File: config.mk
export PLATFORM = sky130hd
export DESIGN_NAME = fft_frame_loader
export DESIGN_NICKNAME = d
export VERILOG_FILES = /design/src/rtl/fft_pkg.sv /design/src/rtl/fft_lat_counter.sv /design/src/rtl/fft_frame_loader.sv
export SDC_FILE = /design/constraint.sdc
export NUM_CORES = 1
export LEC_CHECK = 0
export BUFFER_PORTS_ARGS = -buffer_cell sky130_fd_sc_hd__clkbuf_2
export CORE_AREA = 2 2 216 218
export CTS_BUF_LIST = sky130_fd_sc_hd__clkbuf_4 sky130_fd_sc_hd__clkbuf_8
export CTS_CLUSTER_DIAMETER = 60
export DETAILED_ROUTE_END_ITERATION = 12
export DIE_AREA = 0 0 218 220
export PLACE_DENSITY = 0.67
export SLEW_MARGIN = 20
export SYNTH_ARGS = -nofsm -noshare
export SYNTH_HDL_FRONTEND = slang
export SYNTH_SLANG_ARGS = --single-unit
File: constraint.sdc
create_clock -name clk -period 3.1 [get_ports clk]
set_clock_uncertainty 0.2 [all_clocks]
set_input_delay 0.62 -clock clk [delete_from_list [all_inputs] [get_ports clk]]
set_output_delay 0.62 -clock clk [all_outputs]
set_load 0.01 [all_outputs]
File: src/rtl/fft_pkg.sv
`default_nettype none
// ============================================================================
//  Module      : fft_pkg
//  Description : Shared constants and types for the FFT frame loader:
//                frame size, sample width/format, sample type and the
//                loader state encoding.
//  Revision    : 1.0 - initial release
// ============================================================================
package fft_pkg;

    localparam int FFT_N     = 16;  // samples per frame
    localparam int SAMPLE_W  = 16;  // signed Q8.8 sample width
    localparam int FRAC_BITS = 8;   // fractional bits of a sample

    typedef logic signed [SAMPLE_W-1:0] sample_t;

    // FILL: collecting samples; HOLD: frame frozen while the FFT computes.
    typedef enum logic [0:0] {
        FILL = 1'b0,
        HOLD = 1'b1
    } state_t;

endpackage : fft_pkg
`default_nettype wire

File: src/rtl/fft_lat_counter.sv
`default_nettype none
// ============================================================================
//  Module      : fft_lat_counter
//  Description : Loadable count-down timer for the HOLD phase. 'load' writes
//                load_val; the counter then decrements to 0 and stops.
//                'done' marks the last cycle of the interval (count == 1).
//  Ports       : clk, rst      - clock, synchronous active-high reset
//                load          - load load_val this edge
//                load_val[7:0] - interval length in cycles (1..255)
//                done          - final cycle of the loaded interval
//  Revision    : 1.0 - initial release
// ============================================================================
module fft_lat_counter (
    input  logic       clk,
    input  logic       rst,
    input  logic       load,
    input  logic [7:0] load_val,
    output logic       done
);

    logic [7:0] count_q;
    logic [7:0] count_d;

    always_comb begin
        count_d = count_q;
        if (load) begin
            count_d = load_val;
        end else if (count_q != 8'd0) begin
            count_d = count_q - 8'd1;
        end
    end

    always_ff @(posedge clk) begin
        if (rst) begin
            count_q <= 8'd0;
        end else begin
            count_q <= count_d;
        end
    end

    // Loaded value L gives L cycles of count L..1; the cycle at 1 is the last.
    assign done = (count_q == 8'd1);

endmodule : fft_lat_counter
`default_nettype wire

File: src/rtl/fft_frame_loader.sv
`default_nettype none
// ============================================================================
//  Module      : fft_frame_loader
//  Description : Collects N complex samples into a parallel lane buffer,
//                then holds the frame stable for FFT_LATENCY cycles while a
//                downstream combinational/pipelined FFT computes, pulsing
//                result_valid in the last hold cycle.
//  Ports       : clk, rst           - clock, synchronous active-high reset
//                s_valid/s_ready    - sample handshake
//                s_real/s_im        - sample real/imag part (Q8.8)
//                flush              - drop the partially filled frame
//                frame_real/im      - lane k at [k*W +: W]
//                frame_valid        - frame complete and stable
//                result_valid       - FFT outputs valid this cycle
//                fill_count         - samples in the current frame (0..N)
//  Revision    : 1.0 - initial release
// ============================================================================
module fft_frame_loader
    import fft_pkg::*;
#(
    parameter int N           = FFT_N,
    parameter int W           = SAMPLE_W,
    parameter int FFT_LATENCY = 4
) (
    input  logic           clk,
    input  logic           rst,
    input  logic           s_valid,
    output logic           s_ready,
    input  logic [W-1:0]   s_real,
    input  logic [W-1:0]   s_im,
    input  logic           flush,
    output logic [N*W-1:0] frame_real,
    output logic [N*W-1:0] frame_im,
    output logic           frame_valid,
    output logic           result_valid,
    output logic [4:0]     fill_count
);

    localparam logic [4:0] C_LAST = 5'(N - 1);
    localparam logic [4:0] C_FULL = 5'(N);

    state_t       state_q, state_d;
    logic [4:0]   fill_q, fill_d;
    logic [W-1:0] lane_real_q [N];
    logic [W-1:0] lane_real_d [N];
    logic [W-1:0] lane_im_q   [N];
    logic [W-1:0] lane_im_d   [N];
    logic         lat_load;
    logic         lat_done;
    logic         accept;

    // flush wins over a sample presented in the same FILL cycle.
    assign accept = (state_q == FILL) && s_valid && !flush;

    always_comb begin
        state_d  = state_q;
        fill_d   = fill_q;
        lat_load = 1'b0;
        for (int k = 0; k < N; k++) begin
            lane_real_d[k] = lane_real_q[k];
            lane_im_d[k]   = lane_im_q[k];
        end

        case (state_q)
            FILL: begin
                if (flush) begin
                    fill_d = 5'd0;
                end else if (accept) begin
                    for (int k = 0; k < N; k++) begin
                        if (fill_q == 5'(k)) begin
                            lane_real_d[k] = s_real;
                            lane_im_d[k]   = s_im;
                        end
                    end
                    if (fill_q == C_LAST) begin
                        fill_d   = C_FULL;
                        state_d  = HOLD;
                        lat_load = 1'b1;
                    end else begin
                        fill_d = fill_q + 5'd1;
                    end
                end
            end
            HOLD: begin
                // Lanes frozen; inputs and flush ignored until the timer ends.
                if (lat_done) begin
                    state_d = FILL;
                    fill_d  = 5'd0;
                end
            end
            default: begin
                state_d = FILL;
                fill_d  = 5'd0;
            end
        endcase
    end

    always_ff @(posedge clk) begin
        if (rst) begin
            state_q <= FILL;
            fill_q  <= 5'd0;
            for (int k = 0; k < N; k++) begin
                lane_real_q[k] <= '0;
                lane_im_q[k]   <= '0;
            end
        end else begin
            state_q <= state_d;
            fill_q  <= fill_d;
            for (int k = 0; k < N; k++) begin
                lane_real_q[k] <= lane_real_d[k];
                lane_im_q[k]   <= lane_im_d[k];
            end
        end
    end

    fft_lat_counter u_lat_counter (
        .clk      (clk),
        .rst      (rst),
        .load     (lat_load),
        .load_val (8'(FFT_LATENCY)),
        .done     (lat_done)
    );

    generate
        for (genvar k = 0; k < N; k++) begin : g_lane_pack
            assign frame_real[k*W +: W] = lane_real_q[k];
            assign frame_im[k*W +: W]   = lane_im_q[k];
        end
    endgenerate

    // rst gating keeps s_ready low during reset and suppresses a result
    // pulse for a held frame that the reset is about to discard.
    assign s_ready      = (state_q == FILL) && !rst;
    assign frame_valid  = (state_q == HOLD);
    assign result_valid = (state_q == HOLD) && lat_done && !rst;
    assign fill_count   = fill_q;

endmodule : fft_frame_loader
`default_nettype wire

==> results of run 1 <==
final timing paths:
path / depth (start not counted) / slack [ns] / to
worst max-delay path: 4 / 0.17 / result_valid
worst min-delay path: 3 / 0.08 / fill_count[4]
worst max register to register: 6 / 0.55 / fill_count[2]
worst min register to register: 2 / 0.25 / lane_real_q[0][247]
power breakdown:
group | switching [mW] | internal, mW | leakage (nW)
Clock | 2.74 | 3.48 | 0.943
Combinational | 0.510 | 0.241 | 8.32
Sequential | 0.0619 | 6.83 | 4.24
timing repair:
item,CTS,global route
setup endpoints to repair,1,0
hold buffers,32,0
endpoints found under the hold margin,32,0
gates resized for setup,1,0
worst reg2reg max path, cell delays in order (launching register included):
cell and delay (ns):
dfxtp_1 0.36, ha_1 0.34, and3_1 0.27, ha_1 0.20
or4b_1 0.55, or3b_1 0.39, a31oi_1 0.15
area by class of cell:
| class | count | area, µm² |
|---|---|---|
| Antenna cell | 1 | 2.50 |
| Multi-Input combinational cell | 1175 | 7930 |
| Sequential cell | 526 | 10500 |
| Fill cell | 4133 | 21300 |
| Inverter | 8 | 37.5 |
| Clock buffer | 132 | 1660 |
| Tap cell | 607 | 759 |
| Timing Repair Buffer | 637 | 3560 |
| Clock inverter | 15 | 111 |
routing by layer:
metal | vias up | track usage (%) | wire length (µm)
met4 | 0 | 12.1 | 2410
met5 | - | 0 | 0
met1 | 7466 | 29.9 | 25500
met3 | 149 | 7.25 | 4760
met2 | 597 | 41.6 | 29600
li1 | 7317 | - | -
per-stage QoR:
stage	std cells	utilization (%)	setup slack, ns	cell area (µm²)
final	3101	53.6	0.171	24600
after global routing	3101	53.6	0.0505	24600
after global placement	2921	49.0	0.409	22500
after floorplan	1864	-	0.703	19300
after detailed placement	2921	49.0	0.366	22500
after CTS	3100	53.6	0.0866	24600
registers in the layout, summed over array words and instances, names as in the netlist:
| name | flops |
|---|---|
| lane_im_q | 256 |
| lane_real_q | 256 |
| u_lat_counter.count_q | 8 |
| fill_count | 5 |
| frame_valid | 1 |
placed cells by master (no fill, tap or decap), types with 25 or more instances in the layout:
cell type,netlist,layout
buf_4,3,43
clkbuf_8,0,107
clkbuf_2,0,555
a21oi_1,37,37
nand2_1,579,579
mux2i_1,481,481
dlygate4sd3_1,0,32
dfxtp_1,526,526
clkbuf_4,0,25
logic make-up after synthesis:
family | synth area share, %
fa+ha+maj | 0.519
compound gates | 1.63
flops | 54.6
simple gates | 13.7
buf+inv | 4.57
xor+xnor | 0.0454
mux | 25.0
==> metrics.cfg, run 1 <==
[routing]
drt_iter0_drc=882
finalWirelength_mm=62.3
via_per_inst=5.01
num_vias=15500
final_antenna_net_count=0
post_drt_wl_per_cell_um=20.1
first_pass_iters=6
drcViolationCount=0

[power]
p_per_area_nw_per_um2=564
peakVddDrop_uv=396
leakage_nw=13.5
total_power_mw=13.9

[global_routing]
antenna_found_initial=1
grt_use_total_pct=25.1
grt_pass1_vias=15400
grt_pass1_wl_mm=92.1
grt_max_degree=109
overflow=0

[placed_design]
portBuffers=555
dpl.hpwl_mm=42.5
gp_congestion=0.829

[die]
ios=556
dieArea_um2=48000
die_width_um=218
die_h_um=220
rows=79
start_util_pct=42.1
core_region_area_um2=45900

[cts]
cts_max_level=3
cts_tree=built
cts.sinks=526
cts_buffers=87
clk_latency_ns=0.65
cts_root_buffer=clkbuf_8
path_clk_slew_ns=0.06
cts_buffer_depth=3
postCtsSetupRepairBufs=0

[timing]
period_needed_ns=2.93
fmax_mhz=341
finalSetupViolations=0
fin_setup_tns_ns=0
drv_slew=0
hold_viol=0
min_period_over_period_pct=94.5
slew_headroom_pct=40.0
rsz0062_at_grt=false
hold_slack_ns=0.0820
worst_pin_slew_ns=0.898

[setup_path]
startpoint=u_lat_counter.count_q[4]
crit_chain=or4_4, nor4_1, and3_1, clkbuf_2
critPathMaxStageDelay_ns=0.61
crit_path_end_kind=output port
crit_family=simple AND/OR/NAND/NOR gates
cp.buffers_inverters=1
crit_slowest_cell=or4_4
startpoint_type=register
rr_startpoint=fill_count[0]
cp.arrival_ns=2.11
cp.required_ns=2.28
crit_fanout=11
path_class=register to output port

[synth]
synth_edf_count=0
synthCells=1864
ys_top_cells_by_area=dfxtp_1 (55%), mux2i_1 (25%), nand2_1 (11%)
synth_commonest_cells=nand2_1 (579), dfxtp_1 (526), mux2i_1 (481)
yosys.area.top_type=dfxtp_1
yosys.area.top_type_share_pct=54.6
ys_seq_area_share_pct=54.6
ys.flop_type=dfxtp_1
yosysWarnings=0
syn_area_per_cell_um2=10.3
synth_area_um2=19300
yosysMostFrequentCell=nand2_1
synthArstFlopShare_pct=0
synth_cell_types=43
synth_nets=1908
ys_seq_elements=526

[min_path]
hold_start=s_valid
hold_path.class=input port to register

[final_layout]
areaGrowthSynthToFinish_pct=27.5
drive_gt1_share_pct=30.9
fin_nets=2479

[flow_run]
max-cap-violations=0

[status]
status=complete, no violations

Note: power is estimated with default switching activity, not from simulation.
==> run 2: changes to the inputs <==
--- a/config.mk
+++ b/config.mk
@@ -11,7 +11,7 @@
 export CTS_CLUSTER_DIAMETER = 60
 export DETAILED_ROUTE_END_ITERATION = 12
 export DIE_AREA = 0 0 218 220
-export PLACE_DENSITY = 0.67
+export PLACE_DENSITY = 0.66
 export SLEW_MARGIN = 20
 export SYNTH_ARGS = -nofsm -noshare
 export SYNTH_HDL_FRONTEND = slang
==> run 2 against run 1 <==
  * Via count up 0.26%
  * Highest routed layer unchanged
  * Flip-flop and latch count unchanged
  * Clock-buffer cell count up 6
==> metrics.cfg, run 2 (same netlist as run 1, synthesis figures left out) <==
[timing]
hold_slack_ns=0.0831  ; +0.00112 ns
period_needed_ns=2.97  ; +0.0451 ns
fin_setup_tns_ns=0  ; unchanged
worst_pin_slew_ns=1.00  ; +0.103 ns
drv_slew=0  ; unchanged
fmax_mhz=336  ; -1.5%
hold_viol=0  ; unchanged
slew_headroom_pct=33.1  ; -6.9 points
min_period_over_period_pct=95.9  ; +1.5 points
finalSetupViolations=0  ; unchanged
rsz0062_at_grt=false

[final_layout]
final_area_um2=24600  ; +0.14%
fin_util_pct=53.7  ; +0.074 points
drive_gt1_share_pct=31.0  ; +0.095 points
final_common_cell=nand2_1
instances_no_fill=3102  ; +0.032%
areaGrowthSynthToFinish_pct=27.6
fin_nets=2476  ; -0.12%
reg.largest.list=lane_im_q x256, lane_real_q x256, u_lat_counter.count_q x8
mostFrequentLayoutCells=nand2_1 (579), clkbuf_2 (555), dfxtp_1 (526), mux2i_1 (481), clkbuf_8 (102)
diodes=0  ; -1

[setup_path]
reg2reg_slack_ns=0.59  ; +0.04 ns
crit_family=simple AND/OR/NAND/NOR gates
crit_path_end_kind=output port
cp.buffers_inverters=1  ; unchanged
critPathMaxStageDelay_ns=0.61  ; about the same
startpoint_type=register
crit_fanout=7  ; -4
cp.arrival_ns=2.15  ; +0.04 ns
crit_slowest_cell=or4_4
reg2regPathDepth=6  ; unchanged
path_class=register to output port
cp.required_ns=2.28  ; about the same
cp_num_cells=4  ; unchanged
crit_chain=or4_4, nor4_4, and3_1, clkbuf_2

[die]
die_h_um=220  ; unchanged
die_width_um=218  ; unchanged
core_region_area_um2=45900  ; unchanged
dieArea_um2=48000  ; unchanged
ios=556  ; unchanged
start_util_pct=42.1  ; unchanged
rows=79  ; unchanged

[min_path]
whs_path_depth=3  ; unchanged
hold_path.class=input port to register

[power]
p_per_area_nw_per_um2=565  ; +0.21%
leakage_nw=13.5  ; about the same
peakVddDrop_uv=432  ; +9.0%

[routing]
drt_iter0_drc=850  ; -3.6%
drcViolationCount=0  ; unchanged
finalWirelength_mm=62.6  ; +0.50%
num_vias=15600  ; +0.26%
post_drt_wl_per_cell_um=20.2  ; +0.47%
final_antenna_net_count=0  ; unchanged
via_per_inst=5.02  ; +0.23%
first_pass_iters=5  ; -1

[global_routing]
grt_pass1_vias=15300  ; -0.51%
antenna_found_initial=0  ; -1
grt_use_total_pct=25.3  ; +0.15 points
grt_max_degree=142  ; +30%
grt_pass1_wl_mm=91.8  ; -0.40%
overflow=0  ; unchanged

[placed_design]
dpl.hpwl_mm=42.3  ; -0.31%
gp_congestion=0.840  ; +1.3%
numPlacedInstances=2917  ; -0.14%
place_area_um2=22500  ; about the same
portBuffers=555  ; unchanged

[flow_run]
max-cap-violations=0  ; unchanged

[cts]
cts_max_level=3  ; unchanged
cts_root_buffer=clkbuf_8
cts.sinks=526  ; unchanged
cts_tree=built
path_clk_slew_ns=0.06  ; about the same
clk_latency_ns=0.66  ; about the same
cts_buffers=85  ; -2.3%
cts_buffer_depth=3  ; unchanged

[status]
status=complete, no violations

## run 2: what timing repair did
| action | 4_1_cts | 5_1_grt |
|---|---|---|
| pin swaps | 0 | 1 |
| gates resized for setup | 2 | 1 |
| endpoints found under the hold margin | 32 | 0 |
| buffers inserted | 0 | 3 |
| endpoints found under the setup margin | 1 | 1 |
| hold buffers | 32 | 0 |
## run 2: final cells by class
cell class / count / area [µm²]
repair buffers: 636 / 3580
well taps: 607 / 759
flip-flops and latches: 526 / 10500
fillers: 4174 / 21200
clock buffers: 138 / 1670
multi-input cells: 1175 / 7940
inverters: 8 / 37.5
clock inverters: 12 / 101
## run 2: path summary, 6_finish.rpt
check                                              start                   to
worst max-delay path            u_lat_counter.count_q[4]         result_valid
worst max register to register             fill_count[0]        fill_count[2]
worst min register to register       lane_real_q[0][255]  lane_real_q[0][255]
worst min-delay path                             s_valid        fill_count[4]
## run 2: report_power, final
part           internal, mW  leakage (nW)  switching, mW
combinational         0.274          8.33          0.534
sequential             6.83          4.24         0.0667
clock                  3.49         0.938           2.72
## run 2: per-layer routing
metal | share of wire, % | vias up | GRT usage, %
li1 | - | 7322 | -
met1 | 41 | 7563 | 29.8
met2 | 49 | 548 | 42.2
met3 | 6.6 | 136 | 7.01
met4 | 3.8 | 0 | 12.6
met5 | 0 | - | 0
## run 2: tightest hold or removal path: stages
cell and delay, ns:
clkbuf_2 0.14, nand3_1 0.08, o31ai_1 0.06
## run 2: through the flow
step | setup WS (ns) | power, mW
3_3_place_gp | 0.575 | 7.71
4_1_cts | 0.0336 | 14.0
5_1_grt | 0.0211 | 14.4
3_5_place_dp | 0.519 | 7.74
6_report | 0.126 | 13.9
2_1_floorplan | 0.703 | 7.46
==> run 3: changes to the inputs <==
--- a/config.mk
+++ b/config.mk
@@ -5,12 +5,13 @@
 export SDC_FILE = /design/constraint.sdc
 export NUM_CORES = 1
 export LEC_CHECK = 0
+export ABC_AREA = 1
 export BUFFER_PORTS_ARGS = -buffer_cell sky130_fd_sc_hd__clkbuf_2
-export CORE_AREA = 2 2 216 218
+export CORE_AREA = 2 2 215 217
 export CTS_BUF_LIST = sky130_fd_sc_hd__clkbuf_4 sky130_fd_sc_hd__clkbuf_8
 export CTS_CLUSTER_DIAMETER = 60
 export DETAILED_ROUTE_END_ITERATION = 12
-export DIE_AREA = 0 0 218 220
+export DIE_AREA = 0 0 217 219
 export PLACE_DENSITY = 0.66
 export SLEW_MARGIN = 20
 export SYNTH_ARGS = -nofsm -noshare
==> run 3 against run 2 <==
  * First-iteration DRC count grew 78%
  * Clock power increased by 2%
  * Area after synthesis is 1.1% lower
  * Non-clock buffer count down 48
  * Critical path depth rose by 3
  * Largest power group unchanged
==> metrics.cfg, run 3 <==
[min_path]
min_to=lane_im_q[1][126]
hold_start=lane_im_q[1][126]
hold_path.class=register to register
whs_path_depth=2  ; -1

[setup_path]
r2r-end=lane_real_q[0][80]
startpoint_type=register
cp.arrival_ns=1.90  ; -0.25 ns
reg2regPathDepth=8  ; +2
path_class=register to output port
crit_fanout=3  ; -4
crit_path_end_kind=output port
rr_startpoint=frame_valid
reg2reg_slack_ns=0.71  ; +0.12 ns
cp.required_ns=2.28  ; about the same

[synth]
yosysWarnings=0  ; unchanged
ys_seq_area_share_pct=55.2  ; +0.62 points
synth_commonest_cells=nor2_1 (982), dfxtp_1 (526), o21ai_0 (379)
ys_seq_elements=526  ; unchanged
ys_top_cells_by_area=dfxtp_1 (55%), nor2_1 (19%), o21ai_0 (9.9%)
synthCells=2407  ; +29%
yosysMostFrequentCell=nor2_1
synth_nets=2451  ; +28%
yosys.area.top_type=dfxtp_1
synth_edf_count=0  ; unchanged
syn_area_per_cell_um2=7.93  ; -23%
ys.flop_type=dfxtp_1
synth_cell_types=26  ; -40%
yosys.area.top_type_share_pct=55.2  ; +0.62 points
synth_area_um2=19100  ; -1.1%
synthArstFlopShare_pct=0  ; unchanged

[cts]
cts.sinks=526  ; unchanged
cts_max_level=3  ; unchanged
postCtsSetupRepairBufs=0  ; unchanged
cts_root_buffer=clkbuf_8
cts_tree=built
hold_buffers=0  ; -100%
cts_buffers=86  ; +1.2%
clk_latency_ns=0.67  ; about the same
cts_buffer_depth=3  ; unchanged
path_clk_slew_ns=0.06  ; about the same
cts_resized=0  ; -2

[routing]
drcViolationCount=0  ; unchanged
final_antenna_net_count=0  ; unchanged
via_per_inst=5.14  ; +2.4%
first_pass_iters=5  ; unchanged
drt_iter0_drc=1515  ; +78%
finalWirelength_mm=72.4  ; +16%
post_drt_wl_per_cell_um=20.4  ; +0.89%
num_vias=18300  ; +17%

[global_routing]
grt_max_degree=107  ; -25%
grt_pass1_wl_mm=105  ; +15%
grt_pass1_vias=16700  ; +8.8%
grt_use_total_pct=29.4  ; +4.2 points
antenna_found_initial=2  ; +2
busiest_layer=met2
grt.met1_usage_pct=36.1  ; +6.2 points
overflow=0  ; unchanged
use_met3_pct=7.35  ; +0.33 points
use_met2_pct=48.4  ; +6.2 points

[final_layout]
fill_cells=4375  ; +4.8%
fin_nets=2935  ; +19%
diodes=0  ; unchanged
areaGrowthSynthToFinish_pct=24.0
mostFrequentLayoutCells=nor2_1 (982), clkbuf_2 (555), dfxtp_1 (526), o21ai_0 (379), clkbuf_8 (111)
drive_gt1_share_pct=26.7  ; -4.4 points
final_area_um2=23700  ; -3.9%
reg.largest.list=lane_im_q x256, lane_real_q x256, u_lat_counter.count_q x8
final_common_cell=nor2_1

[die]
start_util_pct=42.3  ; +0.25 points
die_width_um=217  ; -0.46%
dieArea_um2=47500  ; -0.91%
rows=78  ; -1.3%
die_h_um=219  ; -0.45%
core_region_area_um2=45100  ; -1.7%
ios=556  ; unchanged

[placed_design]
dpl.hpwl_mm=47.9  ; +13%
place_area_um2=21800  ; -2.9%
gp_congestion=0.849  ; +1.0%
portBuffers=555  ; unchanged

[timing]
fin_setup_tns_ns=0  ; unchanged
min_period_over_period_pct=87.8  ; -8.1 points
period_needed_ns=2.72  ; -0.251 ns
slew_headroom_pct=41.3  ; +8.2 points
drv_slew=0  ; unchanged
finalSetupViolations=0  ; unchanged
hold_viol=0  ; unchanged
fmax_mhz=367  ; +9.2%
worst_pin_slew_ns=0.880  ; -0.121 ns
rsz0062_at_grt=false

[power]
p_comb_share_pct=6.9  ; +1.1 points
internal_power_mw=10.7  ; +0.85%
p_per_area_nw_per_um2=602  ; +6.5%
sw_frac_of_total_pct=25.0  ; +1.1 points
clkPwrFrac_pct=44.6  ; about the same
leakage_nw=10.1  ; -25%
seqPwrFrac_pct=48.5  ; -1.1 points
p_switching_mw=3.56  ; +7.0%
total_power_mw=14.2  ; +2.3%
peakVddDrop_uv=410  ; -5.2%

[status]
status=complete, no violations

[flow_run]
max-cap-violations=0  ; unchanged

==> run 3: cell count changes in the layout (fill, tap and decap cells not counted), sizes merged, moves of 4 or more <==
cell         before  now
o21ai             5  485
and3              4    0
a21oi            37   41
clkinv            6   16
clkbuf          693  688
nand3            16   57
inv               8   45
buf              49   33
or3               5    0
o211ai            4    0
dlygate4sd3      32    0
nand2           579   58
mux2i           481    0
nor2              6  989
==> run 3: cell type report <==
class | count | area, µm² | area share, %
inverters | 44 | 173 | 0.730
well taps | 600 | 751 | 3.17
clock inverters | 20 | 138 | 0.582
multi-input cells | 1645 | 7260 | 30.7
clock buffers | 133 | 1690 | 7.15
repair buffers | 588 | 3110 | 13.2
flip-flops and latches | 526 | 10500 | 44.5
==> run 3: critical path, stage by stage, from the launching register on <==
cell      delay, ns
dfxtp_1        0.31
inv_1          0.10
ha_1           0.17
inv_1          0.05
nor2_1         0.15
nand2_1        0.11
nor3_1         0.17
clkbuf_2       0.17
==> run 3: cells by family (layout without fill, tap and decap cells) <==
family / count (synthesis) / count (layout) / share of synthesized area (%)
xor+xnor: 3 / 3 / 0.138
fa+ha+maj: 8 / 8 / 0.525
simple gates: 1108 / 1108 / 23.6
buf+inv: 236 / 785 / 6.72
flops: 526 / 526 / 55.2
compound gates: 526 / 526 / 13.8
==> run 3: power by group through the flow <==
stage	logic [mW]	registers, mW	clock network, mW
3_5_place_dp	0.968	7.04	0
6_report	0.982	6.90	6.35
3_3_place_gp	0.933	7.04	0
4_1_cts	0.971	6.90	6.43
5_1_grt	1.08	6.90	6.77
2_1_floorplan	0.573	7.06	0
==> run 3: metrics by stage <==
stage | hold slack, ns | instances | worst slack (ns) | util [%]
6_report | 0.264 | 3556 | 0.377 | 52.5
5_1_grt | 0.278 | 3556 | 0.212 | 52.5
4_1_cts | 0.254 | 3556 | 0.330 | 52.5
2_1_floorplan | 0.254 | 2407 | 1.10 | -
3_3_place_gp | 0.251 | 3403 | 0.588 | 48.4
3_5_place_dp | 0.253 | 3403 | 0.525 | 48.4
==> run 3: per-layer routing <==
| layer | up-vias | part of all wire, % |
|---|---|---|
| met5 | - | 0 |
| met4 | 0 | 4.4 |
| met3 | 178 | 8.7 |
| met2 | 858 | 47 |
| met1 | 8571 | 40 |
| li1 | 8666 | - |
==> run 3: worst max path at each step <==
stage | startpoint | end | slack, ns | cells past startpoint
2_1_floorplan | rst | s_ready | 1.10 | 3
4_1_cts | u_lat_counter.count_q[1] | result_valid | 0.33 | 7
6_report | u_lat_counter.count_q[1] | result_valid | 0.38 | 7
5_1_grt | u_lat_counter.count_q[1] | result_valid | 0.21 | 7
3_5_place_dp | s_valid | lane_im_q[0][93] | 0.53 | 8
3_3_place_gp | s_valid | lane_real_q[0][90] | 0.59 | 8
